**src/rtl/sem_byte_serializer.sv**
```systemverilog
// Serializes a WIDTH-bit word into the semaphore's single-bit slot, one bit per
// write strobe, waiting for the slot to drain before every write.
module sem_byte_serializer #(
  parameter int WIDTH     = 8,
  parameter int MSB_FIRST = 1
) (
  input  logic                       clk_s,
  input  logic                       rst_s,
  input  logic                       byte_valid_i,
  input  logic [WIDTH-1:0]           byte_data_i,
  output logic                       byte_ready_o,
  input  logic                       sema_is_empty_i,
  output logic                       sema_write_o,
  output logic                       sema_data_o,
  output logic [$clog2(WIDTH+1)-1:0] bits_left_o,
  output logic                       busy_o,
  output logic                       done_o
);

  localparam int CW = $clog2(WIDTH+1);

  typedef enum logic [1:0] {
    IDLE,
    WAIT_SLOT,
    WRITE,
    GUARD
  } state_t;

  state_t           state_q, state_d;
  logic [WIDTH-1:0] shiftReg_q, shiftReg_d;
  logic [CW-1:0]    bitsLeft_q, bitsLeft_d;
  logic             dataBit_q, dataBit_d;
  logic             ready_q, ready_d;
  logic             done_q, done_d;
  logic             headBit;

  assign headBit = (MSB_FIRST != 0) ? shiftReg_q[WIDTH-1] : shiftReg_q[0];

  // Ready is registered so it stays low for the cycle that follows a reset edge.
  always_ff @(posedge clk_s) begin
    if (rst_s) begin
      state_q    <= IDLE;
      shiftReg_q <= '0;
      bitsLeft_q <= '0;
      dataBit_q  <= 1'b0;
      ready_q    <= 1'b0;
      done_q     <= 1'b0;
    end else begin
      state_q    <= state_d;
      shiftReg_q <= shiftReg_d;
      bitsLeft_q <= bitsLeft_d;
      dataBit_q  <= dataBit_d;
      ready_q    <= ready_d;
      done_q     <= done_d;
    end
  end

  always_comb begin
    state_d    = state_q;
    shiftReg_d = shiftReg_q;
    bitsLeft_d = bitsLeft_q;
    dataBit_d  = dataBit_q;
    done_d     = 1'b0;
    case (state_q)
      IDLE: begin
        if (ready_q && byte_valid_i) begin
          shiftReg_d = byte_data_i;
          bitsLeft_d = CW'(WIDTH);
          state_d    = WAIT_SLOT;
        end
      end
      WAIT_SLOT: begin
        // The head bit is captured on entry to WRITE and then held as the last written bit.
        if (sema_is_empty_i) begin
          dataBit_d = headBit;
          state_d   = WRITE;
        end
      end
      WRITE: begin
        if (MSB_FIRST != 0) begin
          shiftReg_d = {shiftReg_q[WIDTH-2:0], 1'b0};
        end else begin
          shiftReg_d = {1'b0, shiftReg_q[WIDTH-1:1]};
        end
        bitsLeft_d = bitsLeft_q - CW'(1);
        state_d    = GUARD;
      end
      GUARD: begin
        if (bitsLeft_q == '0) begin
          done_d  = 1'b1;
          state_d = IDLE;
        end else begin
          state_d = WAIT_SLOT;
        end
      end
      default: state_d = IDLE;
    endcase
    ready_d = (state_d == IDLE);
  end

  assign byte_ready_o = ready_q;
  assign sema_write_o = (state_q == WRITE);
  assign sema_data_o  = dataBit_q;
  assign bits_left_o  = bitsLeft_q;
  assign busy_o       = (state_q != IDLE);
  assign done_o       = done_q;

endmodule

```
**config.mk**
```make
export PLATFORM = sky130hd
export DESIGN_NAME = sem_byte_serializer
export DESIGN_NICKNAME = d
export VERILOG_FILES = /design/src/rtl/sem_byte_serializer.sv
export SDC_FILE = /design/constraint.sdc
export NUM_CORES = 1
export LEC_CHECK = 0
export CORE_ASPECT_RATIO = 0.75
export CORE_MARGIN = 1
export CORE_UTILIZATION = 46
export CTS_CLUSTER_DIAMETER = 100
export CTS_CLUSTER_SIZE = 40
export DETAILED_ROUTE_END_ITERATION = 16
export PLACE_DENSITY = 0.75
export SETUP_SLACK_MARGIN = 0.1
export SYNTH_ARGS = -nofsm -noshare
export SYNTH_HDL_FRONTEND = slang
export SYNTH_SLANG_ARGS = --single-unit
```
**constraint.sdc**
```tcl
create_clock -name clk_s -period 1.82 [get_ports clk_s]
set_clock_uncertainty 0.2 [all_clocks]
set_input_delay 0.182 -clock clk_s [delete_from_list [all_inputs] [get_ports clk_s]]
set_output_delay 0.182 -clock clk_s [all_outputs]
set_load 0.01 [all_outputs]
```
* Word level (Yosys, flattened, before mapping) *
Cells that the tools add are included.

storage, ports and cells
  latch bits = 0
  memories kept = 0
  RAM bits = 0
  bits in registers = 17
  output and inout port bits = 9
  memory bits (read-only) = 0

cells by class
  bitwise logic cells = 1
  $add $sub $neg = 1
  divide/modulo/power cells = 0
  $lt $le $gt $ge = 0
  reductions and logical operators = 9
  equal/unequal tests = 4
  shifts and indexed selects = 0
  multipliers = 0
  muxes and demuxes = 9

operator list
  operator               count
  $pmux W8 S2            1
  $mux W8                1
  $pmux W2 S4            1
  $pmux W4 S2            1
  $eq A2 B2 Y1 const B   2
  $logic_not A2 Y1       2
  $logic_not A4 Y1       1
  $mux W2                2
  $mux W4                1
  $reduce_and A2 Y1      2
  $reduce_bool A2 Y1     2
  $sub A4 B1 Y4 const B  1
  $eq A2 B1 Y1 const B   1
  $mux W1                2
  $ne A2 B2 Y1 const B   1
  $reduce_or A2 Y1       1
  $logic_and A1 B1 Y1    1
  $not A1 Y1             1

* Depth between registers and ports, before layout *
  depth in word-level cells = 4
  depth in mapped cells = 5
  mapped depth without buffers = 4

* Worst setup path before layout *
No wires, ideal clock.

  kind = reg2reg
  start = register state_q[0]
  end = register shiftReg_q[1]
  data arrival time = 1.159 ns
  setup slack = 0.340 ns
  buffers on the path = 1
  library setup time = 0.122 ns
  period minus slack after synthesis = 1.480 ns
  data required time = 1.498 ns
  stages on the path, launching flop included = 5
  cell sequence = dfxtp_1 nand2b_1 buf_6 mux2_4 o311a_1

on the way
  longest elaborated chain between the ends = 3
  elaborated cells on any way between the ends = 6

RTL lines
  item                                                          RTL line  source
  start, declared                                               29        state_t state_q, state_d;
  start signal, assigned                                        49        state_q <= state_d;
  $logic_not A2 Y1 or $eq A2 B2 Y1 (tied branches)              64        case (state_q)
  $ne A2 B2 Y1 (no line) or $reduce_bool A2 Y1 (tied branches)  n/a
  $reduce_and A2 Y1 (no line)                                   n/a
  end signal, assigned                                          50        shiftReg_q <= shiftReg_d;
  end, declared                                                 30        logic [WIDTH-1:0] shiftReg_q, shiftReg_d;

Parallel ways exist; a longest one is shown, timed or not.
A chain may end at the register's enable or synchronous reset.

* Worst setup path in the final report *
  start = register bitsLeft_q[2] (netlist: bits_left_o[2])
  end = output port bits_left_o[2]

RTL lines
  item                    RTL line  source
  start, declared         31        logic [CW-1:0] bitsLeft_q, bitsLeft_d;
  start signal, assigned  51        bitsLeft_q <= bitsLeft_d;
  end, declared           15        output logic [$clog2(WIDTH+1)-1:0] bits_left_o,

No word-level cell between the ends.

==> impl_results.rst <==
.. list-table::
   :header-rows: 1

   * - Metric
     - Value
   * - Critical Path Source Type
     - flip-flop
   * - Worst-case register-to-register setup slack
     - 190 ps
   * - Class of the tightest hold or removal check
     - in -> reg
   * - Critical path capture point type
     - output port
   * - Xor/xnor share of the synthesized area
     - 0%
   * - Multiplexer share of the synthesized area
     - 13.96%
   * - Count of final max-slew check failures
     - 0
   * - Ratio of cells with drive above 1 in the final layout
     - 21.10%
   * - Grt total ovfl
     - 0
   * - TritonCTS clock tree
     - built
   * - Num CTS Buffers
     - 3
   * - Die extent in x
     - 50.89 um
   * - # clock sinks
     - 17
   * - Ant diodes
     - 0
   * - Final GP Congestion
     - 0.8127
   * - Leakage power
     - 0.4920 nW
   * - Number of flops mapped to enable cells by yosys
     - 0
   * - Transition time at the pin with the least slew margin
     - 369.8 ps
   * - PwrDens
     - 845.1 nW/um^2
   * - Per-instance average area after synthesis
     - 10.18 sq um
   * - Post-Synth Adder-Cell Area
     - 3.035%
   * - Buffers on Ports
     - 20
   * - Summed instance area of the synthesized netlist
     - 824.5 sq um
   * - Fraction of synthesis flops using an asynchronous set or reset pin
     - 0%
   * - H-tree depth
     - 1
   * - Unrepaired setup endpoints after global routing
     - false
   * - Top cell type's share of synthesized area
     - 41.27%
   * - Seq cells post-synth
     - 17
   * - Critical setup path kind
     - reg -> out
   * - Setup TNS
     - 0 ps
   * - Share of the clock period used by the worst path after layout
     - 91.44%
   * - Largest net degree at the start of global routing
     - 17
   * - Main combinational cell family by area after synthesis
     - compound AO/OA/AOI/OAI gates
   * - Final routed wire length divided by cell count
     - 14.22 um
   * - Synthesized net count
     - 95
   * - Layout Area Growth over Synthesis
     - 36.72%
   * - Number of cell rows
     - 12
   * - Initial Util
     - 52.30%
   * - Sequential fraction of the synthesis area
     - 41.27%
   * - Final setup margin
     - 155.7 ps
   * - IO Pins
     - 21
   * - Simple logic cell fraction of the synthesized area
     - 9.712%
   * - Instance count along the most critical hold path
     - 3
   * - Levels on crit path
     - 1
   * - Die footprint
     - 1967 sq um
   * - Synth Warn #
     - 0
   * - Top achievable clock speed
     - 0.6009 GHz
   * - Clock-pin slew of the registers on the worst-case setup and hold paths
     - 110 ps
   * - Max_cap viols
     - 0
   * - Final wirelength
     - 1.849 mm
   * - Peak supply drop
     - 632.0 uV
   * - Wire length of the first global-routing pass
     - 2.891 mm
   * - Number of antenna-violating nets in the routed design
     - 0
   * - Length of the first detailed-routing pass in iterations
     - 4
   * - Core Box Area
     - 1577 sq um
   * - Req. time, crit path
     - 1440 ps
   * - Hold Violations, Final
     - 0
   * - Post-route DRC
     - 0
   * - Number of buffers and inverters on the critical path
     - 1
   * - Overall Global Routing Usage
     - 21.65%
   * - Vertical die dimension
     - 38.67 um
   * - Data arrival time of the critical path
     - 1280 ps
   * - Max Buffers Root-to-Sink
     - 2
   * - Sequence of cells on the critical path
     - clkdlybuf4s50_1
   * - Number of cell instances on the worst register-to-register path
     - 4
   * - Final HPWL from detailed placement
     - 1.319 mm
   * - Yosys top cell by area
     - dfxtp_1
   * - Vias post-DR
     - 719
   * - Skew-Pair Late Insertion Delay
     - 310 ps
   * - Setup WS pre-CTS
     - 114.1 ps
   * - Crit path max-delay family
     - buffers and inverters
   * - Root buf cell
     - clkbuf_4
   * - CP peak stage delay
     - 560 ps
   * - End of the worst register-to-register path
     - shiftReg_q[7]
   * - Critical Path Fanout Max
     - 5
   * - Setup repair bufs after CTS
     - 0
   * - Worst slew margin relative to its limit
     - 75.34%
   * - Period minus WS final
     - 1664 ps
   * - Critical path endpoint
     - bits_left_o[2]
   * - Leading register cell type out of synthesis
     - dfxtp_1
   * - Antenna violations before repair
     - 0
   * - Start of the worst register-to-register path
     - state_q[0]
   * - Compound-Gate Fraction of Synth Area
     - 26.40%
   * - Violation count after the first detailed-routing iteration
     - 19
   * - Number of distinct library cells after synthesis
     - 26
   * - Outcome
     - completed
   * - Synth Instances
     - 81
   * - Vias in the first global route
     - 626
   * - Routed vias/inst
     - 5.531
   * - Origin of the worst setup path
     - bits_left_o[2]
   * - Hold slack final
     - 252.6 ps
   * - Setup violators final
     - 0
   * - Slowest cell on the critical path
     - clkdlybuf4s50_1
   * - Cells taking the most area after synthesis
     - dfxtp_1, mux2_4, o311a_1
   * - Net count of the finished layout
     - 124
-- power by group --
group	internal (mW)	leakage, nW	switching, mW	total (mW)
registers	0.415	0.140	0.0321	0.447
logic	0.167	0.335	0.129	0.296
clock network	0.0822	0.0177	0.128	0.210
-- synth_stat cells, types with 2 or more instances --
cell type	instances
a21oi_1	8
a311oi_1	2
clkbuf_1	3
dfxtp_1	17
ha_1	2
inv_1	4
mux2_4	7
nand2b_1	2
nand3b_1	2
nor2_1	5
o21ai_0	2
o21bai_1	7
o311a_1	7
-- kinds of logic after synthesis --
| family | Yosys count |
|---|---|
| compound gates | 29 |
| fa+ha+maj | 2 |
| buf+inv | 10 |
| flops | 17 |
| mux | 8 |
| simple gates | 15 |
-- through the flow --
step                      std cells  power, mW  utilization [%]  instance area [sq um]
after floorplan                  81     0.6252                -                  824.5
final                           130     0.9528            71.51                   1127
after CTS                       130     0.9600            71.51                   1127
after global routing            130      1.009            71.51                   1127
after global placement          126     0.7388            69.21                   1091
after detailed placement        126     0.7469            69.21                   1091
-- registers in the layout, summed over array words and instances, names as in the netlist --
name / cells
sema_data_o: 1
byte_ready_o: 1
shiftReg_q: 8
state_q: 2
bits_left_o: 4
done_o: 1
-- routing by layer --
layer,track usage (%),share of wire (%),vias to the layer above
met5,0,0,-
met4,6.250,0.76,0
met3,8.235,4.5,2
met2,35.33,46,21
met1,26.76,49,335
li1,-,-,361
-- tightest hold or removal path, delay by kind of cell --
kind,cells,cell delay [ps]
AND/OR/NAND/NOR,1,70
AO/OA/AOI/OAI,1,60
buffers and inverters,1,410
-- placed cells by master, fill, tap and decap left out, drive strengths merged --
cell,synthesis,layout
mux2i,1,1
nand2,1,1
ha,2,2
nor3,1,1
and2,1,1
nand2b,2,2
a21oi,8,8
a221oi,1,1
o21ai,2,2
mux2,7,7
clkinv,1,2
o21bai,7,7
dlygate4sd2,0,2
or2b,1,1
buf,2,9
nor2,5,5
a311oi,2,2
dfxtp,17,17
inv,4,4
nand3,1,1
o32ai,1,1
clkdlybuf4s50,0,18
o311a,7,7
nand3b,2,2
nand4,1,1
clkbuf,3,3
o211a,1,1
-- worst min path at each step --
| stage | end | slack (ps) | start |
|---|---|---|---|
| final | shiftReg_q[0] | 250 | byte_data_i[0] |
| after global routing | shiftReg_q[0] | 260 | byte_data_i[0] |
| after CTS | shiftReg_q[0] | 260 | byte_data_i[0] |
| after detailed placement | shiftReg_q[0] | 270 | shiftReg_q[0] |
| after global placement | shiftReg_q[0] | 260 | shiftReg_q[0] |
| after floorplan | shiftReg_q[0] | 130 | byte_data_i[0] |
-- area by class of cell --
type                            instances  area [sq um]
Clock buffer                            3         22.52
Clock inverter                          1         5.005
Fill cell                             129         449.2
Inverter                                5         18.77
Multi-Input combinational cell         54         447.9
Sequential cell                        17         341.6
Tap cell                               21         26.28
Timing Repair Buffer                   29         265.3
-- timing repair --
| action | CTS | global route |
|---|---|---|
| hold buffers | 0 | 0 |
| setup endpoints to repair | 2 | 0 |
| gates resized for setup | 5 | 0 |
Note: power is estimated with default switching activity, not from simulation.
